--- src/rtl/vga_sync_gen_if.sv ---
// Video timing bundle: counters, delayed sync/blank strobes, frame tick and animation phase.
// Latency: n/a (wiring only).
// Backpressure: none, free-running pixel-rate signals.
interface vga_sync_gen_if;
  logic       pausa;
  logic [9:0] h_counter;
  logic [9:0] v_counter;
  logic       hsync;
  logic       vsync;
  logic       blank_n;
  logic       frame_tick;
  logic       troca;

  modport master (
    input  pausa,
    output h_counter, v_counter, hsync, vsync, blank_n, frame_tick, troca
  );

  modport slave (
    output pausa,
    input  h_counter, v_counter, hsync, vsync, blank_n, frame_tick, troca
  );
endinterface

--- src/rtl/vga_sync_gen.sv ---
// VGA timing source: pixel/line counters, sync/blank strobes, frame tick and troca toggle.
// Latency: counters 0, hsync/vsync/blank_n SYNC_DELAY clocks behind the counters, frame_tick 1 register.
// Backpressure: none; pausa only freezes the animation counter, never the video timing.
module vga_sync_gen #(
  parameter int H_VISIBLE   = 640,
  parameter int H_FRONT     = 16,
  parameter int H_SYNC      = 96,
  parameter int H_BACK      = 48,
  parameter int V_VISIBLE   = 480,
  parameter int V_FRONT     = 10,
  parameter int V_SYNC      = 2,
  parameter int V_BACK      = 33,
  parameter int SYNC_DELAY  = 2,
  parameter int ANIM_FRAMES = 30
) (
  input  logic            clk,
  input  logic            reset,
  vga_sync_gen_if.master  vid
);

  localparam int H_TOTAL = H_VISIBLE + H_FRONT + H_SYNC + H_BACK;
  localparam int V_TOTAL = V_VISIBLE + V_FRONT + V_SYNC + V_BACK;

  localparam logic [9:0] H_LAST   = 10'(H_TOTAL - 1);
  localparam logic [9:0] V_LAST   = 10'(V_TOTAL - 1);
  localparam logic [9:0] H_VIS    = 10'(H_VISIBLE);
  localparam logic [9:0] V_VIS    = 10'(V_VISIBLE);
  localparam logic [9:0] HS_BEG   = 10'(H_VISIBLE + H_FRONT);
  localparam logic [9:0] HS_END   = 10'(H_VISIBLE + H_FRONT + H_SYNC);
  localparam logic [9:0] VS_BEG   = 10'(V_VISIBLE + V_FRONT);
  localparam logic [9:0] VS_END   = 10'(V_VISIBLE + V_FRONT + V_SYNC);
  localparam logic [7:0] ANIM_LAST = 8'(ANIM_FRAMES - 1);

  logic [9:0] h_cnt;
  logic [9:0] v_cnt;
  logic       vis;
  logic       hs_n;
  logic       vs_n;
  logic       tick;
  logic [7:0] anim;
  logic       troca_q;

  always_ff @(posedge clk or negedge reset) begin
    if (!reset) begin
      h_cnt <= '0;
      v_cnt <= '0;
    end else if (h_cnt == H_LAST) begin
      h_cnt <= '0;
      v_cnt <= (v_cnt == V_LAST) ? '0 : v_cnt + 10'd1;
    end else begin
      h_cnt <= h_cnt + 10'd1;
    end
  end

  assign vis  = (h_cnt < H_VIS) && (v_cnt < V_VIS);
  assign hs_n = !((h_cnt >= HS_BEG) && (h_cnt < HS_END));
  assign vs_n = !((v_cnt >= VS_BEG) && (v_cnt < VS_END));

  // Strobes are delayed to line up with the sprites' registered RGB path.
  generate
    if (SYNC_DELAY == 0) begin : g_direct
      assign vid.hsync   = hs_n;
      assign vid.vsync   = vs_n;
      assign vid.blank_n = vis;
    end else begin : g_pipe
      logic [SYNC_DELAY-1:0] hs_q;
      logic [SYNC_DELAY-1:0] vs_q;
      logic [SYNC_DELAY-1:0] vis_q;

      always_ff @(posedge clk or negedge reset) begin
        if (!reset) begin
          hs_q  <= '1;
          vs_q  <= '1;
          vis_q <= '0;
        end else begin
          hs_q[0]  <= hs_n;
          vs_q[0]  <= vs_n;
          vis_q[0] <= vis;
          for (int i = 1; i < SYNC_DELAY; i++) begin
            hs_q[i]  <= hs_q[i-1];
            vs_q[i]  <= vs_q[i-1];
            vis_q[i] <= vis_q[i-1];
          end
        end
      end

      assign vid.hsync   = hs_q[SYNC_DELAY-1];
      assign vid.vsync   = vs_q[SYNC_DELAY-1];
      assign vid.blank_n = vis_q[SYNC_DELAY-1];
    end
  endgenerate

  // tick is loaded on the last pixel so it is high exactly while the counters read (0,0).
  always_ff @(posedge clk or negedge reset) begin
    if (!reset) begin
      tick    <= 1'b0;
      anim    <= '0;
      troca_q <= 1'b0;
    end else begin
      tick <= (h_cnt == H_LAST) && (v_cnt == V_LAST);
      if (tick && !vid.pausa) begin
        if (anim == ANIM_LAST) begin
          anim    <= '0;
          troca_q <= ~troca_q;
        end else begin
          anim <= anim + 8'd1;
        end
      end
    end
  end

  assign vid.h_counter  = h_cnt;
  assign vid.v_counter  = v_cnt;
  assign vid.frame_tick = tick;
  assign vid.troca      = troca_q;

endmodule
--- src/flat_wrapper.sv ---
// flat-port wrapper written by rule: the top's interface ports become plain ports
module vga_sync_gen_flat 
#(
  parameter int H_VISIBLE   = 640,
  parameter int H_FRONT     = 16,
  parameter int H_SYNC      = 96,
  parameter int H_BACK      = 48,
  parameter int V_VISIBLE   = 480,
  parameter int V_FRONT     = 10,
  parameter int V_SYNC      = 2,
  parameter int V_BACK      = 33,
  parameter int SYNC_DELAY  = 2,
  parameter int ANIM_FRAMES = 30
)
  (clk, reset, vid_pausa, vid_h_counter, vid_v_counter, vid_hsync, vid_vsync, vid_blank_n, vid_frame_tick, vid_troca);
  vga_sync_gen_if vid_i ();
  input  logic clk;
  input  logic reset;
  input wire logic [$bits(vid_i.pausa)-1:0] vid_pausa;
  output wire logic [$bits(vid_i.h_counter)-1:0] vid_h_counter;
  output wire logic [$bits(vid_i.v_counter)-1:0] vid_v_counter;
  output wire logic [$bits(vid_i.hsync)-1:0] vid_hsync;
  output wire logic [$bits(vid_i.vsync)-1:0] vid_vsync;
  output wire logic [$bits(vid_i.blank_n)-1:0] vid_blank_n;
  output wire logic [$bits(vid_i.frame_tick)-1:0] vid_frame_tick;
  output wire logic [$bits(vid_i.troca)-1:0] vid_troca;
  assign vid_i.pausa = vid_pausa;
  assign vid_h_counter = vid_i.h_counter;
  assign vid_v_counter = vid_i.v_counter;
  assign vid_hsync = vid_i.hsync;
  assign vid_vsync = vid_i.vsync;
  assign vid_blank_n = vid_i.blank_n;
  assign vid_frame_tick = vid_i.frame_tick;
  assign vid_troca = vid_i.troca;
  vga_sync_gen #(.H_VISIBLE(H_VISIBLE), .H_FRONT(H_FRONT), .H_SYNC(H_SYNC), .H_BACK(H_BACK), .V_VISIBLE(V_VISIBLE), .V_FRONT(V_FRONT), .V_SYNC(V_SYNC), .V_BACK(V_BACK), .SYNC_DELAY(SYNC_DELAY), .ANIM_FRAMES(ANIM_FRAMES)) u_core (.clk(clk), .reset(reset), .vid(vid_i));
endmodule
--- config.mk ---
export PLATFORM = sky130hd
export DESIGN_NAME = vga_sync_gen_flat
export DESIGN_NICKNAME = d
export VERILOG_FILES = /design/src/rtl/vga_sync_gen_if.sv /design/src/rtl/vga_sync_gen.sv /design/src/flat_wrapper.sv
export SDC_FILE = /design/constraint.sdc
export NUM_CORES = 1
export LEC_CHECK = 0
export ABC_AREA = 0
export CAP_MARGIN = 20
export CORE_MARGIN = 2
export CORE_UTILIZATION = 29
export CTS_CLUSTER_SIZE = 28
export DETAILED_ROUTE_END_ITERATION = 8
export PLACE_DENSITY_LB_ADDON = 0.25
export SLEW_MARGIN = 0
export SYNTH_ARGS = -nofsm -noshare
export SYNTH_HDL_FRONTEND = slang
export SYNTH_SLANG_ARGS = --single-unit
--- constraint.sdc ---
create_clock -name clk -period 2.46 [get_ports clk]
set_input_delay 0.492 -clock clk [delete_from_list [all_inputs] [get_ports clk]]
set_output_delay 0.492 -clock clk [all_outputs]
set_load 0.01 [all_outputs]
==> results of run 1 <==
[metrics by stage]
stage / area [µm²] / worst slack (ns) / power, mW
after global routing: 2190 / 0.435 / 1.39
after CTS: 2190 / 0.526 / 1.35
final: 2190 / 0.572 / 1.33
after detailed placement: 2030 / 0.610 / 0.620
after global placement: 2030 / 0.649 / 0.620
after floorplan: 1700 / 0.775 / 0.603
[worst max-delay path by stage]
stage / start / endpoint / depth (start not counted)
4_1_cts: u_core.vid.h_counter[9] / vid_h_counter[9] / 1
2_1_floorplan: u_core.vid.h_counter[0] / u_core.vid.v_counter[9] / 6
5_1_grt: u_core.vid.h_counter[0] / u_core.vid.v_counter[4] / 5
6_report: u_core.vid.h_counter[9] / vid_h_counter[9] / 1
3_5_place_dp: u_core.vid.h_counter[0] / u_core.vid.v_counter[9] / 5
3_3_place_gp: vid_pausa / u_core.anim[7] / 5
[cells in the final DEF, fill, tap and decap left out, types with 2 or more instances in the layout]
cell	instances
dfrtp_1	32
clkdlybuf4s50_1	27
nor2_1	13
nand3_1	13
nand2_1	12
xor2_1	11
nand4_1	9
inv_1	7
and3_1	6
xnor2_1	6
ha_1	6
o21ai_0	5
nor3_1	5
clkbuf_8	5
dfstp_2	4
a21oi_1	3
bufinv_16	3
and4_1	2
nor2b_1	2
and2_1	2
[power by group through the flow]
| stage | registers (mW) | clock network, mW | logic (mW) |
|---|---|---|---|
| floorplan | 0.603 | 0 | 0.000240 |
| global placement | 0.603 | 0 | 0.0172 |
| detailed placement | 0.603 | 0 | 0.0169 |
| CTS | 0.592 | 0.744 | 0.0170 |
| global route | 0.592 | 0.776 | 0.0191 |
| finish | 0.592 | 0.724 | 0.0156 |
[cell type report]
| type | count | area (µm²) |
|---|---|---|
| clock buffers | 5 | 68.8 |
| clock inverters | 3 | 90.1 |
| fillers | 558 | 3380 |
| inverters | 7 | 26.3 |
| multi-input cells | 111 | 731 |
| flip-flops and latches | 36 | 906 |
| well taps | 72 | 90.1 |
| repair buffers | 28 | 278 |
[sequential cells by signal, indices dropped and copies added (netlist names)]
signal                 flops
u_core.vid.troca           1
u_core.g_pipe.hs_q         2
u_core.vid.h_counter      10
u_core.vid.v_counter      10
u_core.anim                8
u_core.g_pipe.vs_q         2
u_core.g_pipe.vis_q        2
u_core.vid.frame_tick      1
[per-layer routing]
metal,track usage,share of wire
met4,0.0508,0.019
met1,0.154,0.48
met5,0,0
met3,0.0337,0.040
met2,0.178,0.46
[synth_stat cells, types with 5 or more instances]
cell     instances  area share
xor2_1          11       0.057
nor3_1           5       0.015
nor2_1          13       0.029
nand4_1          9       0.033
xnor2_1          6       0.031
dfrtp_1         32        0.47
inv_1            7       0.015
o21ai_0          5       0.015
ha_1             6       0.044
nand3_1         13       0.038
nand2_1         12       0.026
and3_1           6       0.022
[logic make-up after synthesis]
family          after synthesis  synth area share
fa+ha+maj                     6            0.0441
simple gates                 73             0.241
buf+inv                      12            0.0396
mux                           1           0.00587
compound gates               14            0.0507
flops                        36             0.532
xor+xnor                     17            0.0874
==> flow_metrics.py, run 1 <==
metrics = {
    "outcome": {
        "run_status": "finished clean",
    },
    "die": {
        "boundaryPins": 28,
        "die_y_um": 80.7,
        "start_util": 0.306,
        "coreArea_mm2": 0.00557,
        "die_w_um": 80.7,
        "row_count": 27,
        "dieArea_mm2": 0.00651,
    },
    "global_route": {
        "grt_remaining_overflow": 0,
        "grt_max_degree": 37,
        "antenna_found_initial": 0,
        "grt_usage": 0.117,
        "grt_pass1_vias": 1208,
        "grt_pass1_wl_um": 5730,
    },
    "clock_tree": {
        "clockBufferDepth": 2,
        "cts_resized": 0,
        "cts_root_buffer": "clkbuf_8",
        "htree_levels": 2,
        "cts_made_buffers": 5,
        "worstSkewPairLatency_ns": 0.29,
        "cts.sinks": 36,
        "post-cts-setup-buffers": 0,
        "ctsHoldBuffers": 0,
        "cts.clk_slew.worst_paths_ns": 0.08,
        "cts_tree": "built",
    },
    "sta": {
        "finalMaxSlewViolations": 0,
        "timing.slew.headroom": 0.696,
        "hold_viol": 0,
        "max_freq_ghz": 0.530,
        "setup_violations": 0,
        "fin_crit_sh": 0.768,
        "worstMarginPinSlew_ns": 0.456,
        "holdWs_ns": 0.358,
        "fin_skew_ns": 0.00593,
        "rsz0062_at_grt": "false",
        "finalSetupTns_ns": 0,
        "period_minus_slack_ns": 1.89,
    },
    "route": {
        "drc_errors": 0,
        "wl_per_cell_um": 12.7,
        "vias": 1246,
        "drt_first_pass_iters": 4,
        "routed_via_density": 4.76,
        "routed_wl_um": 3320,
        "antenna_left": 0,
        "drtIter0Drc": 56,
    },
    "min_path": {
        "hold-path-cell-count": 0,
        "hp-start": "u_core.g_pipe.vs_q[0]",
        "whs_endpoint": "u_core.g_pipe.vs_q[1]",
        "hold_class": "reg -> reg",
    },
    "worst_setup_path": {
        "path_class": "reg -> out",
        "worst_r2r_endpoint": "u_core.vid.v_counter[9]",
        "cp_num_buf_inv": 1,
        "worst_path_largest_cell_delay_ns": 0.59,
        "arrival_ns": 1.40,
        "cp_top_family": "buffers and inverters",
        "critical-path-slowest-cell": "clkdlybuf4s50_1",
        "start_kind": "flop",
        "r2r_slack_ns": 0.60,
        "worstRegToRegCells": 5,
        "reg2reg_from": "u_core.vid.h_counter[0]",
        "crit_fanout": 8,
        "crit_path_end_kind": "output pin",
        "cp_data_required_time_ns": 1.97,
        "path_cells": "clkdlybuf4s50_1",
    },
    "yosys": {
        "yosysSeqAreaShare": 0.532,
        "synthCells": 159,
        "ys_types": 38,
        "synthFlopType": "dfrtp_1",
        "synth_area_per_cell_um2": 10.7,
        "synth_nets": 168,
        "ys_seq_elements": 36,
        "synth-edff-count": 0,
        "synthArstFlopShare": 1.00,
        "yosysWarnings": 0,
        "netlist_area_mm2": 0.00170,
    },
    "placed_design": {
        "hpwl_um": 2360,
        "placed_cells": 254,
        "port_buffers": 27,
        "gp_congestion": 0.796,
    },
    "cells_and_area": {
        "drive_above_1_share": 0.0789,
        "areaGrowthSynthToFinish_pct": 28.5,
        "insertedDiodeCount": 0,
        "final_core_util": 0.393,
        "final_nets": 198,
        "final_cell_count_no_fill": 262,
    },
    "power_and_ir_drop": {
        "ir_worst_vdd_mv": 0.308,
        "p_sw_mw": 0.229,
        "seqPwrFrac": 0.444,
        "p_int_mw": 1.10,
        "power_leakage_nw": 0.935,
        "p_per_area_mw_per_mm2": 608,
        "p_clk_frac": 0.544,
        "p_comb_frac": 0.012,
        "power.share.switching": 0.172,
    },
    "job": {
        "drv_cap": 0,
    },
}
No activity file was read; power rests on OpenSTA's default activity.
==> run 2: changes to the inputs <==
==> constraint.sdc (replaced) <==
create_clock -name clk -period 1.9 [get_ports clk]
set_input_delay 0.38 -clock clk [delete_from_list [all_inputs] [get_ports clk]]
set_output_delay 0.38 -clock clk [all_outputs]
set_load 0.01 [all_outputs]
==> run 2 against run 1 <==
Net effect: die area unchanged; hold slack worse by 0.0013 ns; clock skew fell by 0.0021 ns; via count up 2.7%; count of clock-buffer cells in the layout grew 1; sequential share of layout area fell by 0.77 points; worst setup slack worse by 0.44 ns; flip-flop and latch count is the same; critical endpoint is now u_core.vid.v_counter[9]; highest routed layer unchanged.
==> flow_metrics.py, run 2 (synthesis gave the netlist of run 1 again) <==
metrics = {
    "outcome": {
        "run_status": "finished clean",
    },
    "clock_tree": {
        "htree_levels": 2,
        "cts.sinks": 36,
        "ctsHoldBuffers": 0,
        "cts_root_buffer": "clkbuf_8",
        "cts.clk_slew.worst_paths_ns": 0.07,
        "clockBufferDepth": 2,
        "cts_tree": "built",
        "cts_resized": 0,
        "worstSkewPairLatency_ns": 0.29,
        "post-cts-setup-buffers": 0,
        "cts_made_buffers": 5,
    },
    "worst_setup_path": {
        "cp_top_family": "simple AND/OR/NAND/NOR gates",
        "start_kind": "flop",
        "reg2reg_from": "u_core.vid.h_counter[1]",
        "path_class": "reg -> reg",
        "arrival_ns": 1.97,
        "worst_r2r_endpoint": "u_core.vid.v_counter[9]",
        "r2r_slack_ns": 0.13,
        "worst_path_largest_cell_delay_ns": 0.52,
        "critPathLaunch": "u_core.vid.h_counter[1]",
        "path_cells": "ha_1, and4_4, nand4_4, or4_1, o21ai_0",
        "critical-path-slowest-cell": "or4_1",
        "worstRegToRegCells": 5,
        "crit_path_end_kind": "flop",
        "crit_fanout": 9,
        "cp_num_buf_inv": 0,
        "cp_data_required_time_ns": 2.10,
    },
    "sta": {
        "max_freq_ghz": 0.565,
        "finalSetupTns_ns": 0,
        "fin_crit_sh": 0.931,
        "holdWs_ns": 0.357,
        "timing.slew.headroom": 0.691,
        "setup_violations": 0,
        "hold_viol": 0,
        "worstMarginPinSlew_ns": 0.464,
        "final.setup.worst_slack_ns": 0.131,
        "finalMaxSlewViolations": 0,
        "rsz0062_at_grt": "false",
        "fin_skew_ns": 0.00383,
        "period_minus_slack_ns": 1.77,
    },
    "route": {
        "drt_first_pass_iters": 4,
        "wl_per_cell_um": 12.7,
        "drc_errors": 0,
        "routed_wl_um": 3490,
        "routed_via_density": 4.67,
        "antenna_left": 0,
        "drtIter0Drc": 62,
        "vias": 1280,
    },
    "die": {
        "dieArea_mm2": 0.00651,
        "die_w_um": 80.7,
        "row_count": 27,
        "coreArea_mm2": 0.00557,
        "die_y_um": 80.7,
        "start_util": 0.306,
        "boundaryPins": 28,
    },
    "placed_design": {
        "placed_area_mm2": 0.00212,
        "placed_cells": 266,
        "port_buffers": 27,
        "place_ws_ns": 0.0375,
        "hpwl_um": 2460,
        "gp_congestion": 0.791,
    },
    "cells_and_area": {
        "layout_common_cells": "dfrtp_1, clkdlybuf4s50_1, nor2_1, nand3_1, buf_4",
        "insertedDiodeCount": 0,
        "register_area_um2": 906,
        "drive_above_1_share": 0.134,
        "stdcell_area_mm2": 0.00223,
        "final_core_util": 0.400,
        "areaGrowthSynthToFinish_pct": 30.9,
        "final_nets": 210,
        "final_cell_count_no_fill": 274,
        "fillers": 566,
        "multi_input_area_um2": 733,
        "mostFrequentLayoutCell": "dfrtp_1",
    },
    "power_and_ir_drop": {
        "power_leakage_nw": 0.972,
        "p_per_area_mw_per_mm2": 653,
        "power.total_mw": 1.46,
        "ir_worst_vdd_mv": 0.373,
    },
    "global_route": {
        "grt_pass1_wl_um": 6020,
        "antenna_found_initial": 0,
        "grt_pass1_vias": 1228,
        "grt_usage": 0.124,
        "grt_remaining_overflow": 0,
        "grt_max_degree": 37,
    },
    "min_path": {
        "whs_endpoint": "u_core.g_pipe.hs_q[1]",
        "hp-start": "u_core.g_pipe.hs_q[0]",
        "hold_class": "reg -> reg",
        "hold-path-cell-count": 0,
    },
    "job": {
        "drv_cap": 0,
    },
}
run 2: layout make-up:
| type | instances | area share |
|---|---|---|
| sequential | 36 | 0.406 |
| multi-input combinational | 111 | 0.329 |
| timing repair buffer | 40 | 0.165 |
| tap | 72 | 0.0404 |
| clock buffer | 6 | 0.0325 |
| clock inverter | 2 | 0.0157 |
| inverter | 7 | 0.0118 |
run 2: metal layers:
layer / global-route usage / up-vias / wire length [µm]
li1: - / 638 / -
met1: 0.159 / 622 / 1700
met2: 0.190 / 18 / 1620
met3: 0.0404 / 2 / 129
met4: 0.0508 / 0 / 31
met5: 0 / - / 0
run 2: power breakdown:
group,internal (mW),switching (mW),total (mW)
logic,0.00521,0.0151,0.0203
registers,0.766,0,0.766
clock network,0.390,0.282,0.671
total,1.16,0.297,1.46
run 2: worst max path at each step:
| stage | slack (ns) | end | cells after the start |
|---|---|---|---|
| 2_1_floorplan | 0.22 | u_core.vid.v_counter[9] | 6 |
| 3_3_place_gp | 0.14 | u_core.vid.v_counter[9] | 5 |
| 3_5_place_dp | 0.04 | u_core.vid.v_counter[9] | 5 |
| 4_1_cts | 0.04 | u_core.vid.v_counter[9] | 5 |
| 5_1_grt | 0.02 | u_core.vid.v_counter[9] | 5 |
| 6_report | 0.13 | u_core.vid.v_counter[9] | 5 |
